## config.mk

```make
export PLATFORM = sky130hd
export DESIGN_NAME = gemm_mem_row_sequencer
export DESIGN_NICKNAME = d
export VERILOG_FILES = /design/src/rtl/gemm_mem_pkg.sv /design/src/rtl/gemm_row_skid_buf.sv /design/src/rtl/gemm_mem_row_sequencer.sv
export SDC_FILE = /design/constraint.sdc
export NUM_CORES = 1
export LEC_CHECK = 0
export CORE_AREA = 2 2 250 252
export CTS_BUF_LIST = sky130_fd_sc_hd__clkbuf_4 sky130_fd_sc_hd__clkbuf_8 sky130_fd_sc_hd__clkbuf_16
export CTS_CLUSTER_DIAMETER = 80
export CTS_CLUSTER_SIZE = 30
export DETAILED_ROUTE_END_ITERATION = 8
export DIE_AREA = 0 0 252 254
export SYNTH_ARGS = -nofsm -noshare
export SYNTH_HDL_FRONTEND = slang
export SYNTH_SLANG_ARGS = --single-unit
```

## constraint.sdc

```tcl
create_clock -name clk -period 4.9 [get_ports clk]
set_input_delay 0.49 -clock clk [delete_from_list [all_inputs] [get_ports clk]]
set_output_delay 0.49 -clock clk [all_outputs]
set_load 0.1 [all_outputs]
```

## src/rtl/gemm_mem_pkg.sv

```systemverilog
// Shared types and helpers for the GEMM scratchpad row sequencer.
package gemm_mem_pkg;

  localparam int NUM_RAMS = 16;
  localparam int D_WID    = 8;
  localparam int CW       = 5;

  typedef enum logic [2:0] {IDLE, RD, WR, DRAIN, FIN} seq_state_e;

  typedef logic [NUM_RAMS-1:0][D_WID-1:0] row_t;

  // Row byte counts above the bank count saturate at a full row.
  function automatic logic [CW-1:0] clamp_row_bytes(input logic [CW-1:0] rb);
    return (rb > CW'(NUM_RAMS)) ? CW'(NUM_RAMS) : rb;
  endfunction

endpackage

```

## src/rtl/gemm_row_skid_buf.sv

```systemverilog
// Two-entry ready/valid buffer; an arriving word bypasses straight to the
// output when the buffer is empty and the consumer is ready.
module gemm_row_skid_buf #(
  parameter int W = 128
) (
  input  logic         clk,
  input  logic         rst_n,
  input  logic         in_valid,
  input  logic [W-1:0] in_data,
  output logic         out_valid,
  output logic [W-1:0] out_data,
  input  logic         out_ready,
  output logic [1:0]   occupancy
);

  logic [W-1:0] buf_reg [2];
  logic         head_reg;
  logic         tail_reg;
  logic [1:0]   count_reg;
  logic         bypass;
  logic         push;
  logic         pop;

  assign out_valid = (count_reg != 2'd0) || in_valid;
  assign out_data  = (count_reg != 2'd0) ? buf_reg[head_reg] : in_data;
  assign bypass    = (count_reg == 2'd0) && in_valid && out_ready;
  assign push      = in_valid && !bypass;
  assign pop       = (count_reg != 2'd0) && out_ready;
  assign occupancy = count_reg;

  always_ff @(posedge clk or negedge rst_n) begin
    if (!rst_n) begin
      head_reg  <= 1'b0;
      tail_reg  <= 1'b0;
      count_reg <= 2'd0;
      for (int i = 0; i < 2; i++) buf_reg[i] <= '0;
    end else begin
      if (push) begin
        buf_reg[tail_reg] <= in_data;
        tail_reg          <= ~tail_reg;
      end
      if (pop) head_reg <= ~head_reg;
      count_reg <= count_reg + {1'b0, push} - {1'b0, pop};
    end
  end

endmodule

```

## src/rtl/gemm_mem_row_sequencer.sv

```systemverilog
// Expands one start command into strided row reads or writes on the
// scratchpad interface port, with ready/valid streams on both sides.
module gemm_mem_row_sequencer #(
  parameter int NUM_RAMS = 16,
  parameter int D_WID    = 8,
  parameter int CW       = 5
) (
  input  logic                      clk,
  input  logic                      rst_n,
  input  logic                      start,
  input  logic                      mode,
  input  logic [31:0]               base_addr,
  input  logic [31:0]               stride,
  input  logic [CW-1:0]             num_rows,
  input  logic [CW-1:0]             row_bytes,
  output logic                      busy,
  output logic                      done,
  output logic [NUM_RAMS*D_WID-1:0] rd_data,
  output logic                      rd_valid,
  input  logic                      rd_ready,
  input  logic [NUM_RAMS*D_WID-1:0] wr_data,
  input  logic                      wr_valid,
  output logic                      wr_ready,
  output logic                      mem_en,
  output logic                      mem_rdwr,
  output logic [CW-1:0]             mem_control,
  output logic [31:0]               mem_addr,
  output logic [NUM_RAMS*D_WID-1:0] mem_wr_data,
  input  logic [NUM_RAMS*D_WID-1:0] mem_rd_data
);
  import gemm_mem_pkg::*;

  localparam int W = NUM_RAMS * D_WID;

  seq_state_e    state_reg;
  logic [31:0]   acc_reg;
  logic [31:0]   stride_reg;
  logic [CW-1:0] rows_reg;
  logic [CW-1:0] issued_reg;
  logic [CW-1:0] len_reg;
  logic          pend_reg;
  logic          busy_reg;
  logic          done_reg;

  logic [1:0]    occupancy;
  logic [W-1:0]  skid_in;
  logic          rd_issue;
  logic          wr_fire;
  logic          rd_fire;
  logic          last_issue;
  logic          drain_empty;

  // Read-ahead is bounded by the two skid slots, counting the row in flight.
  assign rd_issue   = (state_reg == RD) && ((2'(pend_reg) + occupancy) < 2'd2);
  assign wr_fire    = (state_reg == WR) && wr_valid;
  assign rd_fire    = rd_valid && rd_ready;
  assign last_issue = (issued_reg == rows_reg - CW'(1));
  assign drain_empty = (({1'b0, occupancy} + {2'b0, pend_reg} - {2'b0, rd_fire}) == 3'd0);

  assign mem_en      = rd_issue || wr_fire;
  assign mem_rdwr    = wr_fire;
  assign mem_control = mem_en ? len_reg : '0;
  assign mem_addr    = mem_en ? acc_reg : '0;
  assign mem_wr_data = wr_fire ? wr_data : '0;
  assign wr_ready    = (state_reg == WR);
  assign busy        = busy_reg;
  assign done        = done_reg;

  // Returned bytes beyond the row length are forced to zero before buffering.
  generate
    for (genvar gi = 0; gi < NUM_RAMS; gi++) begin : g_mask
      assign skid_in[gi*D_WID +: D_WID] = (pend_reg && (CW'(gi) < len_reg)) ?
                                          mem_rd_data[gi*D_WID +: D_WID] : '0;
    end
  endgenerate

  gemm_row_skid_buf #(.W(W)) u_skid (
    .clk       (clk),
    .rst_n     (rst_n),
    .in_valid  (pend_reg),
    .in_data   (skid_in),
    .out_valid (rd_valid),
    .out_data  (rd_data),
    .out_ready (rd_ready),
    .occupancy (occupancy)
  );

  always_ff @(posedge clk or negedge rst_n) begin
    if (!rst_n) begin
      state_reg  <= IDLE;
      acc_reg    <= '0;
      stride_reg <= '0;
      rows_reg   <= '0;
      issued_reg <= '0;
      len_reg    <= '0;
      pend_reg   <= 1'b0;
      busy_reg   <= 1'b0;
      done_reg   <= 1'b0;
    end else begin
      done_reg <= 1'b0;
      pend_reg <= rd_issue;
      if (mem_en) begin
        acc_reg    <= acc_reg + stride_reg;
        issued_reg <= issued_reg + CW'(1);
      end
      case (state_reg)
        IDLE: if (start) begin
          acc_reg    <= base_addr;
          stride_reg <= stride;
          rows_reg   <= num_rows;
          issued_reg <= '0;
          len_reg    <= clamp_row_bytes(row_bytes);
          busy_reg   <= 1'b1;
          if (num_rows == '0) state_reg <= FIN;
          else                state_reg <= mode ? WR : RD;
        end
        RD: if (rd_issue && last_issue) state_reg <= DRAIN;
        WR: if (wr_fire && last_issue) begin
          state_reg <= FIN;
          done_reg  <= 1'b1;
          busy_reg  <= 1'b0;
        end
        DRAIN: if (drain_empty) begin
          state_reg <= FIN;
          done_reg  <= 1'b1;
          busy_reg  <= 1'b0;
        end
        // An empty command arrives here still busy and pulses done on the way out.
        FIN: if (busy_reg) begin
          done_reg <= 1'b1;
          busy_reg <= 1'b0;
        end else begin
          state_reg <= IDLE;
        end
        default: state_reg <= IDLE;
      endcase
    end
  end

endmodule

```

==> flow_summary.ini <==
[run_status]
status = finished, final reports clean

[placement]
place_hpwl_um = 55470
io_buffers = 634
gp_congestion = 0.9661
pre_cts_slack_ns = 1.358

[timing]
worstMarginPinSlew_ns = 1.143
maxSlewHeadroom_pct = 23.54
setup_viol_count_final = 0
holdWs_ns = 0.3770
slew_viol_final = 0
finalCritPeriodShare_pct = 85.06
fin_setup_tns_ns = 0
period_needed_ns = 4.168
grt_setup_unrepaired = false
fin_worst_skew_ns = 0.03493
worst_slack_ns = 0.7322
hold_viol = 0
fmaxAchievable_mhz = 239.9

[routing]
wirelength_um = 75700
final_antenna_net_count = 0
met3_length_um = 5312
vias = 18600
dr.max_layer_used = met5
met1_length_um = 31500
wl_per_cell_um = 20.99
dr_wl_met2_um = 36260
drt_first_iter_violations = 1520
via_per_inst = 5.158
dr.pass1.iters = 7
drc = 0

[clock_network]
cts_buffers = 24
worstSkewPairLatency_ns = 0.60
cts.sinks = 345
cts_resized = 0
clkSlewWorstSetupHoldPaths_ns = 0.09
htree_num_levels = 1
cts_root_buf = clkbuf_16
clock_path_buffers = 3
cts_tree = yes

[worst_setup_path]
r2r_slack_ns = 1.44
path_cells = o21a_1 -> nand2_1 -> a21oi_1 -> clkdlybuf4s50_1
worst_path_dominant_cell_family = buffers and inverters
endpoint_kind = output pin
worstPathMaxFanout = 19
critical-path-max-stage-delay_ns = 1.17
rr_startpoint = u_skid.occupancy[1]$_DFF_PN0_
start_kind = register
cp.arrival_ns = 3.68
timing.rr.end = u_skid.buf_reg[147]$_DFFE_PN0P_
cp.required_ns = 4.41
cp_slowest_cell = clkdlybuf4s50_1
cp_num_buf_inv = 1
crit_type = register to output pin
worst-r2r-cell-count = 7

[logic_synthesis]
yosys.area_share.simple_pct = 24.52
syn-num-nets = 2660
synth_fa_ha_area_share_pct = 2.657
ys.flop_type = dfrtp_1
synth_top_family_by_area = simple AND/OR/NAND/NOR gates
synth.top_cell.area_share_pct = 45.61
synth_area_leader_cell = dfrtp_1
synth_area_leaders = dfrtp_1 (46%), nand2_1 (11%), o21ai_0 (7.6%)
synth-xor-area-share_pct = 1.805
async_reset_ff_share_pct = 100.0
yosysSeqAreaShare_pct = 45.61
yosys_warnings = 0
yosysUniqueCellTypes = 67
synth_edf_count = 0
muxShareOfSynthArea_pct = 0.1851
netlist_area_um2 = 18930
syn_area_per_cell_um2 = 8.284
synth_compound_area_share_pct = 21.09
synth_seq_cells = 345
synthCells = 2285

[grt]
grt_usage_pct = 22.68
antenna_found_initial = 12
grt_pass1_wl_um = 111700
grt_overflow_total = 0
grt_pass1_vias = 17780
grt_max_degree = 158

[final_layout]
post-route-util_pct = 43.26
final.fill_count = 6043
layout-drive-gt1-share_pct = 8.550
synthToLayoutAreaGrowth_pct = 40.01
largest_reg_flops = 256
nets = 3164

[min_path]
holdCritPathClass = primary input to async pin

[floorplanning]
die_x_um = 252
die-area_um2 = 64010
fp.dieH_um = 254
ios = 635
core_area_um2 = 61260
row_count = 91
initial_utilization_pct = 30.90

[run]
drv_cap = 0
## layer usage
metal | track usage (%) | vias up
li1 | - | 8900
met1 | 28.87 | 9013
met2 | 37.25 | 600
met3 | 5.593 | 86
met4 | 8.436 | 2
met5 | 0 | -
## cell type report
type,instances,area (um2),share of cell area (%)
antenna,9,22.52,0.08499
clock inverter,19,245.2,0.9254
clock buffer,25,608.1,2.295
multi-input combinational,1740,9547,36.02
timing repair buffer,661,6389,24.11
sequential,345,8637,32.59
tap,790,988.4,3.730
inverter,17,63.81,0.2408
## how the worst max path moves through the flow
| stage | start | endpoint | slack [ns] | cells past startpoint |
|---|---|---|---|---|
| after floorplan | state_reg[1]$_DFFE_PN0P_ | mem_addr[30] | 0.83 | 8 |
| after global placement | len_reg[4]$_DFFE_PN0P_ | rd_data[97] | 1.37 | 4 |
| after detailed placement | u_skid.occupancy[1]$_DFF_PN0_ | u_skid.buf_reg[143]$_DFFE_PN0P_ | 1.36 | 7 |
| after CTS | len_reg[4]$_DFFE_PN0P_ | rd_data[97] | 0.71 | 4 |
| after global routing | len_reg[4]$_DFFE_PN0P_ | rd_data[51] | 0.53 | 7 |
| final | len_reg[4]$_DFFE_PN0P_ | rd_data[67] | 0.73 | 4 |
## through the flow
step	instance area, um2	std cells
floorplan	18930	2285
global placement	25610	3552
detailed placement	25610	3552
CTS	26480	3597
global route	26500	3605
finish	26500	3606
## cells by family after synthesis
logic type	count (synthesis)
DFF	345
AOI/OAI and AO/OA	677
muxes	3
xor gates and xnor gates	39
adders and majority gates	39
buffers and inverters	200
and+or+nand+nor	982
## Yosys cell counts, drive strengths merged, types with 2 or more instances
cell type / count
or3: 7
a211o: 2
xnor2: 22
a32o: 2
o21bai: 3
nand4: 8
o22ai: 5
a31o: 6
a211oi: 130
a221oi: 3
nand3: 17
a21boi: 6
nand2: 545
dfrtp: 345
nor3b: 3
o31a: 2
o211ai: 3
nor2: 58
and3: 136
o21a: 6
a31oi: 14
nor3: 16
xor2: 17
a21oi: 180
nand4b: 2
nand3b: 7
fa: 2
clkbuf: 172
mux2i: 2
a21o: 16
and2: 41
nand2b: 2
nor2b: 137
inv: 16
ha: 37
o21ai: 290
buf: 11
## cells in the final DEF (no fill, tap or decap), types with 5 or more instances in the layout
cell type / count
and3_1: 134
xnor2_1: 22
diode_2: 9
nand3b_1: 7
nand2_1: 543
buf_4: 147
clkbuf_16: 24
dfrtp_1: 344
buf_12: 14
inv_8: 6
o21a_1: 6
or3_1: 7
nor2b_1: 137
a211oi_1: 129
o21ai_0: 287
xor2_1: 17
nand3_1: 17
inv_6: 5
inv_1: 16
clkdlybuf4s50_1: 497
nor3_1: 15
a31oi_1: 14
and2_1: 40
nand4_1: 7
ha_1: 37
nor2_1: 55
a21oi_1: 175
o22ai_1: 5
a21o_1: 15
## timing repair
item / CTS / global route
endpoints found under the setup margin: 0 / 0
buffers inserted: 0 / 0
hold buffers: 1 / 0
endpoints found under the hold margin: 39 / 0
Power is not shown: default switching activity piles up to over one toggle a cycle in this logic, so the estimate is an artifact.
